`src/rtl/mem_port_arbiter_if.sv`:
```
// Bundle/memory/writeback signal group between the issue stage and the arbiter.
interface mem_port_arbiter_if #(
  parameter int ADDR_W = 5,
  parameter int DATA_W = 16,
  parameter int REG_W  = 3
);
  logic              req0_valid;
  logic [1:0]        req0_op;
  logic [ADDR_W-1:0] req0_addr;
  logic [DATA_W-1:0] req0_data;
  logic [REG_W-1:0]  req0_rd;
  logic              req0_wen;
  logic              req1_valid;
  logic [1:0]        req1_op;
  logic [ADDR_W-1:0] req1_addr;
  logic [DATA_W-1:0] req1_data;
  logic [REG_W-1:0]  req1_rd;
  logic              req1_wen;
  logic              in_ready;
  logic              mem_en;
  logic              mem_we;
  logic [ADDR_W-1:0] mem_addr;
  logic [DATA_W-1:0] mem_wdata;
  logic [DATA_W-1:0] mem_rdata;
  logic              wb0_valid;
  logic [REG_W-1:0]  wb0_rd;
  logic [DATA_W-1:0] wb0_data;
  logic              wb0_wen;
  logic              wb1_valid;
  logic [REG_W-1:0]  wb1_rd;
  logic [DATA_W-1:0] wb1_data;
  logic              wb1_wen;
  logic              busy;

  modport slave (
    input  req0_valid, req0_op, req0_addr, req0_data, req0_rd, req0_wen,
    input  req1_valid, req1_op, req1_addr, req1_data, req1_rd, req1_wen,
    input  mem_rdata,
    output in_ready, mem_en, mem_we, mem_addr, mem_wdata,
    output wb0_valid, wb0_rd, wb0_data, wb0_wen,
    output wb1_valid, wb1_rd, wb1_data, wb1_wen, busy
  );

  modport master (
    output req0_valid, req0_op, req0_addr, req0_data, req0_rd, req0_wen,
    output req1_valid, req1_op, req1_addr, req1_data, req1_rd, req1_wen,
    output mem_rdata,
    input  in_ready, mem_en, mem_we, mem_addr, mem_wdata,
    input  wb0_valid, wb0_rd, wb0_data, wb0_wen,
    input  wb1_valid, wb1_rd, wb1_data, wb1_wen, busy
  );
endinterface

```
`src/rtl/mem_port_arbiter.sv`:
```
// Serialises a two-lane bundle onto one memory port, lane 0 first; writeback 2..4 cycles after accept.
// Backpressure: in_ready only in IDLE, so a new bundle waits until the previous one has written back.
module mem_port_arbiter #(
  parameter int ADDR_W = 5,
  parameter int DATA_W = 16,
  parameter int REG_W  = 3
) (
  input logic               clk,
  input logic               rst,
  mem_port_arbiter_if.slave port_io
);

  typedef enum logic [1:0] {IDLE, ACC0, ACC1, DRAIN} state_e;

  localparam logic [1:0] OP_PASS  = 2'b00;
  localparam logic [1:0] OP_LOAD  = 2'b01;
  localparam logic [1:0] OP_STORE = 2'b10;

  typedef struct packed {
    logic              vld;
    logic [1:0]        op;
    logic [ADDR_W-1:0] addr;
    logic [DATA_W-1:0] dat;
    logic [REG_W-1:0]  rd;
    logic              wen;
  } slot_t;

  typedef struct packed {
    logic              vld;
    logic [REG_W-1:0]  rd;
    logic [DATA_W-1:0] dat;
    logic              wen;
  } wb_t;

  state_e            state_q, state_d;
  slot_t             slot0_q, slot0_d, slot1_q, slot1_d, acc;
  logic [DATA_W-1:0] rdata0_q, rdata0_d, rdata1_q, rdata1_d;
  logic              ld_pend_q, ld_pend_d, ld_lane_q, ld_lane_d;
  wb_t               wb0_q, wb0_d, wb1_q, wb1_d;
  logic              mem_en, mem_we;
  logic [ADDR_W-1:0] mem_addr;
  logic [DATA_W-1:0] mem_wdata;

  function automatic slot_t capture(input logic vld, input logic [1:0] op,
                                    input logic [ADDR_W-1:0] addr, input logic [DATA_W-1:0] dat,
                                    input logic [REG_W-1:0] rd, input logic wen);
    slot_t s;
    s.vld  = vld;
    s.op   = (op == 2'b11) ? OP_PASS : op;
    s.addr = addr;
    s.dat  = dat;
    s.rd   = rd;
    s.wen  = wen;
    return s;
  endfunction

  // Invalid lanes never touch memory, whatever their op field says.
  function automatic logic is_mem(input slot_t s);
    return s.vld && (s.op == OP_LOAD || s.op == OP_STORE);
  endfunction

  function automatic wb_t make_wb(input slot_t s, input logic [DATA_W-1:0] rdat);
    wb_t w;
    w.vld = s.vld;
    w.rd  = s.rd;
    w.wen = s.wen && (s.op != OP_STORE);
    case (s.op)
      OP_LOAD:  w.dat = rdat;
      OP_STORE: w.dat = '0;
      default:  w.dat = s.dat;
    endcase
    return w;
  endfunction

  always_comb begin
    state_d   = state_q;
    slot0_d   = slot0_q;
    slot1_d   = slot1_q;
    rdata0_d  = rdata0_q;
    rdata1_d  = rdata1_q;
    ld_pend_d = 1'b0;
    ld_lane_d = 1'b0;
    wb0_d     = '0;
    wb1_d     = '0;
    acc       = slot0_q;
    mem_en    = 1'b0;
    mem_we    = 1'b0;
    mem_addr  = '0;
    mem_wdata = '0;

    // Read data arrives the cycle after the load; a lane-1 load lands during DRAIN.
    if (ld_pend_q) begin
      if (ld_lane_q) rdata1_d = port_io.mem_rdata;
      else           rdata0_d = port_io.mem_rdata;
    end

    case (state_q)
      IDLE: begin
        if (port_io.req0_valid || port_io.req1_valid) begin
          slot0_d  = capture(port_io.req0_valid, port_io.req0_op, port_io.req0_addr,
                             port_io.req0_data, port_io.req0_rd, port_io.req0_wen);
          slot1_d  = capture(port_io.req1_valid, port_io.req1_op, port_io.req1_addr,
                             port_io.req1_data, port_io.req1_rd, port_io.req1_wen);
          rdata0_d = '0;
          rdata1_d = '0;
          if (is_mem(slot0_d))      state_d = ACC0;
          else if (is_mem(slot1_d)) state_d = ACC1;
          else                      state_d = DRAIN;
        end
      end
      ACC0, ACC1: begin
        acc       = (state_q == ACC1) ? slot1_q : slot0_q;
        mem_en    = 1'b1;
        mem_we    = (acc.op == OP_STORE);
        mem_addr  = acc.addr;
        mem_wdata = acc.dat;
        ld_pend_d = (acc.op == OP_LOAD);
        ld_lane_d = (state_q == ACC1);
        state_d   = (state_q == ACC0 && is_mem(slot1_q)) ? ACC1 : DRAIN;
      end
      DRAIN: begin
        wb0_d   = make_wb(slot0_q, rdata0_d);
        wb1_d   = make_wb(slot1_q, rdata1_d);
        state_d = IDLE;
      end
      default: state_d = IDLE;
    endcase
  end

  always_ff @(posedge clk or posedge rst) begin
    if (rst) begin
      state_q   <= IDLE;
      slot0_q   <= '0;
      slot1_q   <= '0;
      rdata0_q  <= '0;
      rdata1_q  <= '0;
      ld_pend_q <= 1'b0;
      ld_lane_q <= 1'b0;
      wb0_q     <= '0;
      wb1_q     <= '0;
    end else begin
      state_q   <= state_d;
      slot0_q   <= slot0_d;
      slot1_q   <= slot1_d;
      rdata0_q  <= rdata0_d;
      rdata1_q  <= rdata1_d;
      ld_pend_q <= ld_pend_d;
      ld_lane_q <= ld_lane_d;
      wb0_q     <= wb0_d;
      wb1_q     <= wb1_d;
    end
  end

  assign port_io.in_ready  = (state_q == IDLE);
  assign port_io.busy      = (state_q != IDLE);
  assign port_io.mem_en    = mem_en;
  assign port_io.mem_we    = mem_we;
  assign port_io.mem_addr  = mem_addr;
  assign port_io.mem_wdata = mem_wdata;
  assign port_io.wb0_valid = wb0_q.vld;
  assign port_io.wb0_rd    = wb0_q.rd;
  assign port_io.wb0_data  = wb0_q.dat;
  assign port_io.wb0_wen   = wb0_q.wen;
  assign port_io.wb1_valid = wb1_q.vld;
  assign port_io.wb1_rd    = wb1_q.rd;
  assign port_io.wb1_data  = wb1_q.dat;
  assign port_io.wb1_wen   = wb1_q.wen;

endmodule

```
`src/flat_wrapper.sv`:
```
// flat-port wrapper written by rule: the top's interface ports become plain ports
module mem_port_arbiter_flat 
#(
  parameter int ADDR_W = 5,
  parameter int DATA_W = 16,
  parameter int REG_W  = 3
)
  (clk, rst, port_io_req0_valid, port_io_req0_op, port_io_req0_addr, port_io_req0_data, port_io_req0_rd, port_io_req0_wen, port_io_req1_valid, port_io_req1_op, port_io_req1_addr, port_io_req1_data, port_io_req1_rd, port_io_req1_wen, port_io_mem_rdata, port_io_in_ready, port_io_mem_en, port_io_mem_we, port_io_mem_addr, port_io_mem_wdata, port_io_wb0_valid, port_io_wb0_rd, port_io_wb0_data, port_io_wb0_wen, port_io_wb1_valid, port_io_wb1_rd, port_io_wb1_data, port_io_wb1_wen, port_io_busy);
  mem_port_arbiter_if #(.ADDR_W(ADDR_W), .DATA_W(DATA_W), .REG_W(REG_W)) port_io_i ();
  input logic clk;
  input logic rst;
  input wire logic [$bits(port_io_i.req0_valid)-1:0] port_io_req0_valid;
  input wire logic [$bits(port_io_i.req0_op)-1:0] port_io_req0_op;
  input wire logic [$bits(port_io_i.req0_addr)-1:0] port_io_req0_addr;
  input wire logic [$bits(port_io_i.req0_data)-1:0] port_io_req0_data;
  input wire logic [$bits(port_io_i.req0_rd)-1:0] port_io_req0_rd;
  input wire logic [$bits(port_io_i.req0_wen)-1:0] port_io_req0_wen;
  input wire logic [$bits(port_io_i.req1_valid)-1:0] port_io_req1_valid;
  input wire logic [$bits(port_io_i.req1_op)-1:0] port_io_req1_op;
  input wire logic [$bits(port_io_i.req1_addr)-1:0] port_io_req1_addr;
  input wire logic [$bits(port_io_i.req1_data)-1:0] port_io_req1_data;
  input wire logic [$bits(port_io_i.req1_rd)-1:0] port_io_req1_rd;
  input wire logic [$bits(port_io_i.req1_wen)-1:0] port_io_req1_wen;
  input wire logic [$bits(port_io_i.mem_rdata)-1:0] port_io_mem_rdata;
  output wire logic [$bits(port_io_i.in_ready)-1:0] port_io_in_ready;
  output wire logic [$bits(port_io_i.mem_en)-1:0] port_io_mem_en;
  output wire logic [$bits(port_io_i.mem_we)-1:0] port_io_mem_we;
  output wire logic [$bits(port_io_i.mem_addr)-1:0] port_io_mem_addr;
  output wire logic [$bits(port_io_i.mem_wdata)-1:0] port_io_mem_wdata;
  output wire logic [$bits(port_io_i.wb0_valid)-1:0] port_io_wb0_valid;
  output wire logic [$bits(port_io_i.wb0_rd)-1:0] port_io_wb0_rd;
  output wire logic [$bits(port_io_i.wb0_data)-1:0] port_io_wb0_data;
  output wire logic [$bits(port_io_i.wb0_wen)-1:0] port_io_wb0_wen;
  output wire logic [$bits(port_io_i.wb1_valid)-1:0] port_io_wb1_valid;
  output wire logic [$bits(port_io_i.wb1_rd)-1:0] port_io_wb1_rd;
  output wire logic [$bits(port_io_i.wb1_data)-1:0] port_io_wb1_data;
  output wire logic [$bits(port_io_i.wb1_wen)-1:0] port_io_wb1_wen;
  output wire logic [$bits(port_io_i.busy)-1:0] port_io_busy;
  assign port_io_i.req0_valid = port_io_req0_valid;
  assign port_io_i.req0_op = port_io_req0_op;
  assign port_io_i.req0_addr = port_io_req0_addr;
  assign port_io_i.req0_data = port_io_req0_data;
  assign port_io_i.req0_rd = port_io_req0_rd;
  assign port_io_i.req0_wen = port_io_req0_wen;
  assign port_io_i.req1_valid = port_io_req1_valid;
  assign port_io_i.req1_op = port_io_req1_op;
  assign port_io_i.req1_addr = port_io_req1_addr;
  assign port_io_i.req1_data = port_io_req1_data;
  assign port_io_i.req1_rd = port_io_req1_rd;
  assign port_io_i.req1_wen = port_io_req1_wen;
  assign port_io_i.mem_rdata = port_io_mem_rdata;
  assign port_io_in_ready = port_io_i.in_ready;
  assign port_io_mem_en = port_io_i.mem_en;
  assign port_io_mem_we = port_io_i.mem_we;
  assign port_io_mem_addr = port_io_i.mem_addr;
  assign port_io_mem_wdata = port_io_i.mem_wdata;
  assign port_io_wb0_valid = port_io_i.wb0_valid;
  assign port_io_wb0_rd = port_io_i.wb0_rd;
  assign port_io_wb0_data = port_io_i.wb0_data;
  assign port_io_wb0_wen = port_io_i.wb0_wen;
  assign port_io_wb1_valid = port_io_i.wb1_valid;
  assign port_io_wb1_rd = port_io_i.wb1_rd;
  assign port_io_wb1_data = port_io_i.wb1_data;
  assign port_io_wb1_wen = port_io_i.wb1_wen;
  assign port_io_busy = port_io_i.busy;
  mem_port_arbiter #(.ADDR_W(ADDR_W), .DATA_W(DATA_W), .REG_W(REG_W)) u_core (.clk(clk), .rst(rst), .port_io(port_io_i));
endmodule
```
`config.mk`:
```
export PLATFORM = sky130hd
export DESIGN_NAME = mem_port_arbiter_flat
export DESIGN_NICKNAME = d
export VERILOG_FILES = /design/src/rtl/mem_port_arbiter_if.sv /design/src/rtl/mem_port_arbiter.sv /design/src/flat_wrapper.sv
export SDC_FILE = /design/constraint.sdc
export NUM_CORES = 1
export LEC_CHECK = 0
export BUFFER_PORTS_ARGS = -buffer_cell sky130_fd_sc_hd__buf_2
export CAP_MARGIN = 30
export CORE_UTILIZATION = 30
export CTS_CLUSTER_SIZE = 10
export DETAILED_ROUTE_END_ITERATION = 7
export MAX_ROUTING_LAYER = met4
export SETUP_SLACK_MARGIN = 0.1
export SYNTH_ARGS = -nofsm -noshare
export SYNTH_HDL_FRONTEND = slang
export SYNTH_SLANG_ARGS = --single-unit
```
`constraint.sdc`:
```
create_clock -name clk -period 7.2 [get_ports clk]
set_input_delay 0.36 -clock clk [delete_from_list [all_inputs] [get_ports clk]]
set_output_delay 0.36 -clock clk [all_outputs]
set_load 0.01 [all_outputs]
```
* Word level (Yosys, flattened, before mapping) *
Index checks and enable logic that the tools add are counted.

word-level totals
  register bits = 134
  input bits = 74
  word-level logic and storage cells = 83

operators by class
  muxes and demuxes = 26
  eq/ne operators = 18
  reduce and logical (&&, ||, !) cells = 14

operators with widths
  kind                  count
  $mux W16              9
  $pmux W16 S2          2
  $mux W21              2
  $mux W27              1
  $eq A2 B2 Y1 const B  9
  $eq A2 B1 Y1 const B  6
  $mux W2               4
  $logic_and A1 B1 Y1   6
  $mux W1               6
  $pmux W2 S3           1
  $mux W5               1
  $logic_or A1 B1 Y1    4
  $ne A2 B2 Y1 const B  2
  $logic_not A2 Y1      1
  $ne A2 B1 Y1 const B  1
  $reduce_and A2 Y1     1
  $reduce_bool A2 Y1    1
  $reduce_or A2 Y1      1

* Depth between registers and ports, before layout *
Gate-level depths: netlist (run 1).

  depth after elaboration = 9
  mapped depth = 7
  mapped depth without buffers = 5

* Worst setup path before layout (run 1) *
Ideal clock, no wire load.

  path type = reg-to-output
  start = register u_core.state_q[0]
  end = output port port_io_mem_we
  path buffers = 2
  data required time = 6.840 ns
  path slack = 5.474 ns
  stages on the path, launching flop included = 7
  data arrival time = 1.366 ns
  path through = dfrtp_1 > inv_1 > ha_1 > buf_2 > buf_2 > a32oi_1 > nor2b_1

on the way
  cells in the longest elaborated chain, start to end = 4
  elaborated cells between the ends (all ways) = 6
  classes of those cells = eq/ne: 3; mux: 2; reduce/logical: 1

RTL lines
  what                      line                                             text
  start: declaration        mem_port_arbiter.sv:35                           state_e state_q, state_d;
  start signal: assignment  mem_port_arbiter.sv:142                          state_q <= state_d;
  $eq A2 B2 Y1              mem_port_arbiter.sv:97, mem_port_arbiter.sv:112
  $mux W27                  mem_port_arbiter.sv:112                          acc = (state_q == ACC1) ? slot1_q : slot0_q;
  $eq A2 B2 Y1              mem_port_arbiter.sv:114                          mem_we = (acc.op == OP_STORE);
  $mux W1 (*)               mem_port_arbiter.sv:97                           case (state_q)
  end: declaration          flat_wrapper.sv:27                               output wire logic [$bits(port_io_i.mem_we)-1:0] port_io_mem_we;

Every way passes the cells marked *; elsewhere a longest branch is shown, timed or not.

* Final worst setup path (run 1) *
  start = register u_core.state_q[0]
  end = output port port_io_mem_wdata[15]

on the way
  cells in the longest elaborated chain, start to end = 3
  elaborated cells between the ends (all ways) = 5
  classes of those cells = eq/ne: 2; mux: 2; reduce/logical: 1

RTL lines
  what                                          line                                             text
  $eq A2 B2 Y1 or $eq A2 B1 Y1 (tied branches)  mem_port_arbiter.sv:97, mem_port_arbiter.sv:112
  $mux W27 or $reduce_or A2 Y1 (tied branches)  mem_port_arbiter.sv:112, mem_port_arbiter.sv:97
  $mux W16 (*)                                  mem_port_arbiter.sv:97
  end: declaration                              flat_wrapper.sv:29                               output wire logic [$bits(port_io_i.mem_wdata)-1:0] port_io_mem_wdata;

Marked as above.

==> results of run 1 <==
[per-layer routing]
metal	vias up	wire length, um	GRT usage (%)
met2	119	7146	26.02
met5	-	0	-
met4	0	148	5.146
met3	12	709	4.593
met1	1941	6179	19.35
li1	1780	-	-
[repair_timing]
item | in CTS | in global routing
endpoints found under the hold margin | 9 | 0
hold buffers | 1 | 0
resized for setup | 0 | 0
[registers in the layout (all words and copies together) (netlist names), 2 cells and up]
register and flops:
u_core.port_io.wb0_data 16, u_core.rdata0_q 16, u_core.port_io.wb1_data 16, u_core.port_io.wb0_rd 3, u_core.state_q 2, u_core.rdata1_q 16
u_core.port_io.wb1_rd 3, u_core.slot0_q 28, u_core.slot1_q 28
[kinds of logic (layout without fill, tap and decap cells)]
kind of cell | Yosys count | in the layout | share of synthesized area [%]
compound gates | 41 | 41 | 4.104
fa+ha+maj | 12 | 12 | 2.676
buf+inv | 36 | 190 | 3.435
flops | 134 | 134 | 59.77
mux | 107 | 107 | 20.29
other cells | 0 | 2 | 0
simple gates | 114 | 114 | 9.724
[final timing paths]
check	from	end	slack, ns	cells past startpoint
min in group asynchronous	rst	u_core.slot1_q[22]	0.53	3
worst min register to register	u_core.slot1_q[1]	u_core.port_io.wb1_rd[0]	0.47	1
max in group asynchronous	rst	u_core.slot0_q[7]	5.61	5
worst max register to register	u_core.state_q[0]	u_core.slot1_q[7]	5.02	5
worst max-delay path	u_core.state_q[0]	port_io_mem_wdata[15]	4.48	5
worst min-delay path	port_io_req1_data[8]	u_core.slot1_q[12]	0.17	2
[critical path: stages, from the launching register on]
cell and delay (ns):
dfrtp_1 0.41, inv_1 0.11, ha_2 0.83, mux2i_1 0.20, nor2b_1 0.21, buf_2 0.17
[final cells by class]
type / instances / share of cell area [%]
antenna: 2 / 0.07039
clock buffer: 20 / 6.423
clock inverter: 12 / 1.689
inverter: 13 / 0.7566
multi-input combinational: 274 / 29.17
sequential: 134 / 47.16
tap: 229 / 4.030
timing repair buffer: 145 / 10.70
[synth_stat cells (all sizes together)]
| cell | count | area [um2] |
|---|---|---|
| nand2 | 37 | 141.4 |
| inv | 13 | 48.80 |
| clkbuf | 7 | 26.28 |
| mux2i | 53 | 530.5 |
| or3 | 1 | 6.260 |
| a31oi | 1 | 6.260 |
| a211oi | 1 | 7.510 |
| o21ai | 36 | 191.4 |
| a21o | 1 | 7.510 |
| nor2b | 24 | 150.1 |
| mux2 | 54 | 608.1 |
| nor2 | 35 | 131.4 |
| dfrtp | 134 | 3353 |
| buf | 16 | 117.6 |
| nor3b | 1 | 7.510 |
| and3b | 2 | 17.52 |
| o311ai | 1 | 8.760 |
| nand2b | 1 | 6.260 |
| ha | 12 | 150.1 |
| and2 | 10 | 62.56 |
| a32oi | 1 | 8.760 |
| nand3b | 3 | 22.52 |
[through the flow]
stage | setup slack [ns] | hold slack (ns) | util, % | area, um2
final | 4.483 | 0.1689 | 39.18 | 7111
after global routing | 4.342 | 0.1527 | 39.18 | 7111
after CTS | 4.405 | 0.1523 | 39.00 | 7078
after detailed placement | 4.867 | 0.4463 | 35.77 | 6491
after global placement | 4.889 | 0.4338 | 35.77 | 6491
after floorplan | 3.257 | 0.4382 | - | 5610
[where the power goes]
part	switching (mW)	total, mW	internal, mW	leakage [nW]
Sequential	0.157	1.22	1.06	1.73
Combinational	0.690	1.27	0.575	1.72
Clock	0.340	0.839	0.499	0.278
==> reports/metrics.yaml, run 1 <==
setup_tns_ns: 0
synth_cells: 444
synth_cell_types: 28
viasPerCell: 4.647
numCtsBuffers: 17
final_nets: 671
drc: 8
via_count: 3852
grt_setup_unrepaired: "no"
cts_root_buf: "clkbuf_16"
cts.sinks: 134
syn2layout_area_growth_pct: 26.74
placed_cells: 793
finalSetupViolCount: 0
leakage_nw: 3.726
fmax_mhz: 368.0
grt_pass1_vias: 4135
slew-limit-headroom_pct: 35.66
crit_arrival_ns: 2.36
hold_viol: 0
dieHeight_um: 138.8
pwr_density_cell_mw_per_mm2: 467.5
grt_first_pass_wirelength_um: 22460
wl_per_cell_um: 17.11
drt_wl_total_um: 14180
setup.worst_path.start_class: "register"
postCtsSetupBuffers: 0
multi_input_area_mm2: 0.002074
portBuffers: 140
postRouteAntennaNets: 0
outcome: "complete, but fails checks"
final.fill_count: 1744
final_common_cell: "buf_2"
ys_seq_area_share_pct: 59.77
fin_crit_sh_pct: 37.74
post-dp-hpwl_um: 9441
core_area_mm2: 0.01815
end_kind: "output port"
grt-ovfl-total: 0
avgSynthCellArea_um2: 12.64
antenna_found_initial: 2
final_cell_mix: "140 x buf_2, 134 x dfrtp_1, 53 x mux2i_1"
netlist_area_mm2: 0.005610
rows: 49
drt_iter0_drc: 136
fin_cells: 829
globalplace.congestion: 0.7415
ys_ff_latch: 134
die_w_um: 138.8
grt_usage_pct: 16.07
die_area_mm2: 0.01925
violations: "design-rule violations"
drv_cap: 0
cts_buffer_depth: 2
ys_warn_count: 0
hold_class: "input port to register"
layout-drive-gt1-share_pct: 38.46
worst_setup_hold_path_clk_slew_ns: 0.06
ir_worst_vdd_mv: 0.2732
worstMarginPinSlew_ns: 0.9652
regArea_mm2: 0.003353
ioPinCount: 141
cts_tree: "built"
start_util_pct: 30.92
period_minus_slack_ns: 2.717
htreeDepth: 4
critPathKind: "register to output port"
finClkSkew_ns: 0.009323
finalPower_mw: 3.324
synth_nets: 530
cp_max_fo: 27
worstSkewPairLatency_ns: 0.42
finalMaxSlewViolations: 0
grt_max_degree: 82
drtPass1Iterations: 8
required_ns: 6.84
(Power assumes the default switching activity.)
==> run 2, diff against run 1 <==
Clock period 7.2 ns to 2.8 ns, I/O delays scaled along.
==> reports/metrics.yaml, run 2 (same netlist as run 1, synthesis figures left out) <==
hold_viol: 0
ir_worst_vdd_mv: 0.6050
ff2ff_path_depth: 6
cts_root_buf: "clkbuf_16"
slew-limit-headroom_pct: 59.76
drt_iter0_drc: 171
grt_usage_pct: 17.26
globalRouteMet3Util_pct: 3.902
fin_cells: 891
antenna_found_initial: 0
crit_path_top_delay_cell: "ha_2"
ioPinCount: 141
pwr_density_cell_mw_per_mm2: 1131
grt_first_pass_wirelength_um: 24240
worstSkewPairLatency_ns: 0.42
viasPerCell: 4.585
finalMaxSlewViolations: 0
drv_cap: 0
post-dp-hpwl_um: 10050
final_nets: 736
post-route-util_pct: 42.77
finClkSkew_ns: 0.004814
drc: 9
fin_crit_sh_pct: 84.04
min_from: "port_io_mem_rdata[11]"
fmax_mhz: 424.9
portBuffers: 140
violations: "design-rule violations"
layout-drive-gt1-share_pct: 35.80
finalSetupViolCount: 0
grt.busiest_layer: "met2"
cts.sinks: 134
final_cell_mix: "140 x buf_2, 134 x dfrtp_1, 56 x dlygate4sd3_1"
finalPower_mw: 8.776
grt_pass1_vias: 4514
setup.worst_path.start_class: "register"
grt_setup_unrepaired: "no"
leakage_nw: 4.017
syn2layout_area_growth_pct: 38.34
cts_buffer_depth: 2
path_cells: "inv_1 > ha_2 > buf_4 > mux2i_1 > nor2b_1 > buf_2"
numCtsBuffers: 17
globalplace.congestion: 0.7631
die_area_mm2: 0.01925
grt_util_met1_pct: 20.22
min_path_cells: 3
rows: 49
postCtsSetupBuffers: 0
worst_setup_hold_path_clk_slew_ns: 0.05
top_regs: "u_core.slot0_q x28, u_core.slot1_q x28"
grt_max_degree: 51
crit_arrival_ns: 2.21
end_kind: "output port"
drt_wl_total_um: 14870
htreeDepth: 4
setup_tns_ns: 0
period_minus_slack_ns: 2.353
cp_max_fo: 15
core_area_mm2: 0.01815
required_ns: 2.66
hold_end: "u_core.rdata0_q[11]"
r2r-start: "u_core.state_q[1]"
final_common_cell: "buf_2"
critPathKind: "register to output port"
cts_tree: "built"
worstMarginPinSlew_ns: 0.6015
dieHeight_um: 138.8
grt_util_met2_pct: 28.48
hold_class: "input port to register"
regToRegSetupSlack_ns: 0.96
start_util_pct: 30.92
die_w_um: 138.8
wl_per_cell_um: 16.69
postRouteAntennaNets: 0
slowest_delay_ns: 0.49
placed_cells: 804
outcome: "complete, but fails checks"
grt-ovfl-total: 0
drtPass1Iterations: 8
antenna_cells: 0
via_count: 4085
r2r_end: "u_core.rdata1_q[2]"
==> run 2: cell count changes in the layout (fill, tap and decap cells not counted), sizes merged <==
cell	change
buf	+10
bufinv	+2
clkbuf	+2
diode	-2
dlygate4sd3	+55
inv	-5
==> run 2: timing repair <==
item | in CTS | in global routing
hold buffers | 56 | 0
gates resized for setup | 0 | 0
hold endpoints to repair | 143 | 0
==> run 2: where the power goes <==
group	switching [mW]	total (mW)	internal, mW
registers	0.439	3.17	2.74
clock network	0.805	2.24	1.44
logic	1.78	3.36	1.58
==> run 2: area by class of cell <==
| class | count | area, um2 |
|---|---|---|
| fill | 1739 | 10390 |
| sequential | 134 | 3353 |
| multi-input combinational | 274 | 2074 |
| timing repair buffer | 210 | 1404 |
| clock buffer | 22 | 464.2 |
| tap | 229 | 286.5 |
| clock inverter | 9 | 126.4 |
| inverter | 13 | 52.55 |
==> run 2: worst max-delay path by stage <==
stage,end,startpoint,slack (ns)
3_3_place_gp,port_io_mem_wdata[15],u_core.state_q[0],0.92
4_1_cts,port_io_mem_wdata[6],u_core.state_q[0],0.39
2_1_floorplan,u_core.ld_lane_q,rst,0.99
3_5_place_dp,port_io_mem_wdata[6],u_core.state_q[0],0.84
5_1_grt,port_io_mem_wdata[6],u_core.state_q[0],0.31
6_report,port_io_mem_wdata[6],u_core.state_q[0],0.45
==> run 2: critical path, delay by kind of cell, from the launching register on <==
family	cells	cell delay [ns]
buffers and inverters	3	0.59
adder cells (fa/ha/maj)	1	0.49
flip-flops	1	0.41
multiplexers	1	0.25
AND/OR/NAND/NOR	1	0.06
==> run 2: metrics by stage <==
stage / instance area (um2) / setup slack (ns) / hold slack (ns)
final: 7761 / 0.4468 / 0.01447
after global routing: 7761 / 0.3052 / 0.01035
after CTS: 7761 / 0.3901 / 0.0003090
after detailed placement: 6610 / 0.8405 / 0.1027
after global placement: 6590 / 0.9210 / 0.3575
after floorplan: 5614 / 0.9948 / 0.2679
==> run 2: metal layers <==
metal | vias up | part of all wire (%)
li1 | 1908 | -
met1 | 2045 | 44
met2 | 111 | 50
met3 | 21 | 3.7
met4 | 0 | 2.0
met5 | - | 0
==> run 3, diff against run 2 <==
Settings changed: ABC_AREA set to 1.
Clock period 2.8 ns to 2 ns, I/O delays scaled along.
==> reports/metrics.yaml, run 3 <==
worst_setup_hold_path_clk_slew_ns: 0.06
p_comb_share_pct: 44.8
grt_first_pass_wirelength_um: 29460
grt_setup_unrepaired: "yes"
pre_cts_ws_ns: 0.4100
yosys-top-cells-area: "dfrtp_1 54%, nand2_1 14%, o21ai_0 4.9%"
synth_top_area_share_pct: 54.04
slowest_delay_ns: 0.44
finalSetupViolCount: 0
path_cells: "ha_4 > buf_8 > inv_4 > buf_8 > nor2_1 > nor2_1 > buf_2"
outcome: "finished, final reports clean"
post-route-util_pct: 41.73
swShare_pct: 41.69
worstMarginPinSlew_ns: 0.4730
drt_wl_total_um: 18390
drc: 0
wl_per_cell_um: 14.94
setup.worst_path.start_class: "register"
cts.sinks: 134
rows: 52
wl_met1_um: 8614
hold_viol: 0
grt-ovfl-total: 0
final_cell_mix: "237 x nand2_1, 142 x buf_2, 133 x dfrtp_1"
power_frac_seq_pct: 33.1
grt_pass1_vias: 5463
postRouteAntennaNets: 0
crit_arrival_ns: 1.74
setup_tns_ns: 0
ys_warn_count: 0
drv_cap: 0
critPathKind: "register to output port"
synth_commonest_cells: "238 x nand2_1, 134 x dfrtp_1, 81 x nor2_1, 75 x inv_1, 61 x o21ai_0"
regToRegSetupSlack_ns: 0.40
layout-drive-gt1-share_pct: 26.35
ir_worst_vdd_mv: 0.7657
die_area_mm2: 0.02126
synth_cells: 752
core_area_mm2: 0.02023
setup_slack_ns: 0.1620
antenna_found_initial: 1
met3_length_um: 992
synth_top_cell_by_area: "dfrtp_1"
synth_nets: 838
period_minus_slack_ns: 1.838
ioPinCount: 141
dieHeight_um: 145.8
async_flop_share_pct: 100.0
syn2layout_area_growth_pct: 36.10
grt_max_degree: 81
cp.buffers_inverters: 4
grt_usage_pct: 18.53
finClkSkew_ns: 0.01168
power.switching_mw: 5.737
clockPowerShare_pct: 22.1
start_util_pct: 30.66
die_w_um: 145.8
globalplace.congestion: 0.8412
hold_slack_ns: 0.02446
avgSynthCellArea_um2: 8.251
portBuffers: 140
worstSkewPairLatency_ns: 0.42
internal_power_mw: 8.024
synth_edf_count: 0
finalMaxSlewViolations: 0
fmax_mhz: 544.1
ys_ff_latch: 134
top_layer: "met4"
cp_top_family: "buffers and inverters"
end_kind: "output port"
synth_most_common_cell: "nand2_1"
htreeDepth: 4
cp_max_fo: 13
numCtsBuffers: 17
post-dp-hpwl_um: 12240
final_common_cell: "nand2_1"
cts_root_buf: "clkbuf_16"
drt_iter0_drc: 326
hold_class: "input port to register"
crit_path_top_delay_cell: "dfrtp_2"
netlist_area_mm2: 0.006205
synth_ff_type: "dfrtp_1"
pwr_density_cell_mw_per_mm2: 1630
cts_tree: "built"
viasPerCell: 4.444
required_ns: 1.90
top_regs: "u_core.slot0_q x28, u_core.slot1_q x28"
leakage_nw: 4.539
via_count: 5471
ys_seq_area_share_pct: 54.04
slew-limit-headroom_pct: 68.40
final_nets: 1035
cts_buffer_depth: 2
fin_crit_sh_pct: 91.90
met2_length_um: 8261
drtPass1Iterations: 5
synth_cell_types: 23
## run 3: cell count changes after synthesis, sizes merged, moves of 3 or more
cell / before / now
a21oi: 0 / 32
and2: 10 / 0
buf: 16 / 25
clkbuf: 7 / 16
inv: 13 / 78
mux2: 54 / 0
mux2i: 53 / 0
nand2: 37 / 260
nand3: 0 / 50
nand3b: 3 / 0
nor2: 35 / 81
nor2b: 24 / 0
o21ai: 36 / 61
## run 3: path summary, 6_finish.rpt
check,startpoint,endpoint,cells past startpoint
max,u_core.state_q[1],port_io_mem_wdata[4],7
min reg2reg,u_core.slot1_q[2],u_core.port_io.wb1_rd[1],2
max in group asynchronous,rst,u_core.port_io.wb0_data[4],4
min,port_io_req0_valid,u_core.slot0_q[27],3
min in group asynchronous,rst,u_core.slot0_q[5],3
max reg2reg,u_core.state_q[0],u_core.port_io.wb0_data[15],6
## run 3: through the flow
step / cell area, um2 / cells / power [mW]
floorplan: 6208 / 752 / 8.011
global placement: 7218 / 1140 / 10.17
detailed placement: 7218 / 1140 / 10.22
CTS: 8349 / 1225 / 13.51
global route: 8444 / 1231 / 14.76
finish: 8444 / 1231 / 13.76
## run 3: metal layers
metal / track usage, % / vias to the layer above
met1: 24.22 / 2535
met3: 4.483 / 37
met2: 27.49 / 182
li1: - / 2717
met4: 7.474 / 0
met5: - / -
## run 3: cell type report
cell class,instances,area (um2)
Antenna cell,1,2.502
Clock buffer,19,442.9
Clock inverter,11,130.1
Fill cell,1981,11790
Inverter,78,304.0
Multi-Input combinational cell,499,2357
Sequential cell,134,3354
Tap cell,270,337.8
Timing Repair Buffer,219,1515
## run 3: what timing repair did
item / CTS / global route
buffers inserted: 2 / 4
endpoints found under the hold margin: 67 / 0
pin swaps: 1 / 5
cloned: 1 / 1
endpoints found under the setup margin: 22 / 22
hold buffers: 52 / 0
resized for setup: 11 / 19
## run 3: cell families (layout without fill, tap and decap cells)
logic type,after synthesis,after routing,share of synthesized area [%]
simple gates,393,393,26.70
other cells,0,1,0
buf+inv,119,327,8.610
flops,134,134,54.04
compound gates,94,94,8.227
fa+ha+maj,12,12,2.420
## run 3: power groups by stage
stage	Combinational (mW)	Sequential, mW	Clock [mW]
floorplan	3.47	4.54	0
global placement	5.59	4.57	0
detailed placement	5.64	4.58	0
CTS	5.86	4.54	3.11
global route	6.86	4.69	3.21
finish	6.16	4.56	3.04
## run 3: worst min-delay path, stage by stage
cell     delay [ns]
buf_2          0.10
inv_1          0.08
o21ai_0        0.11
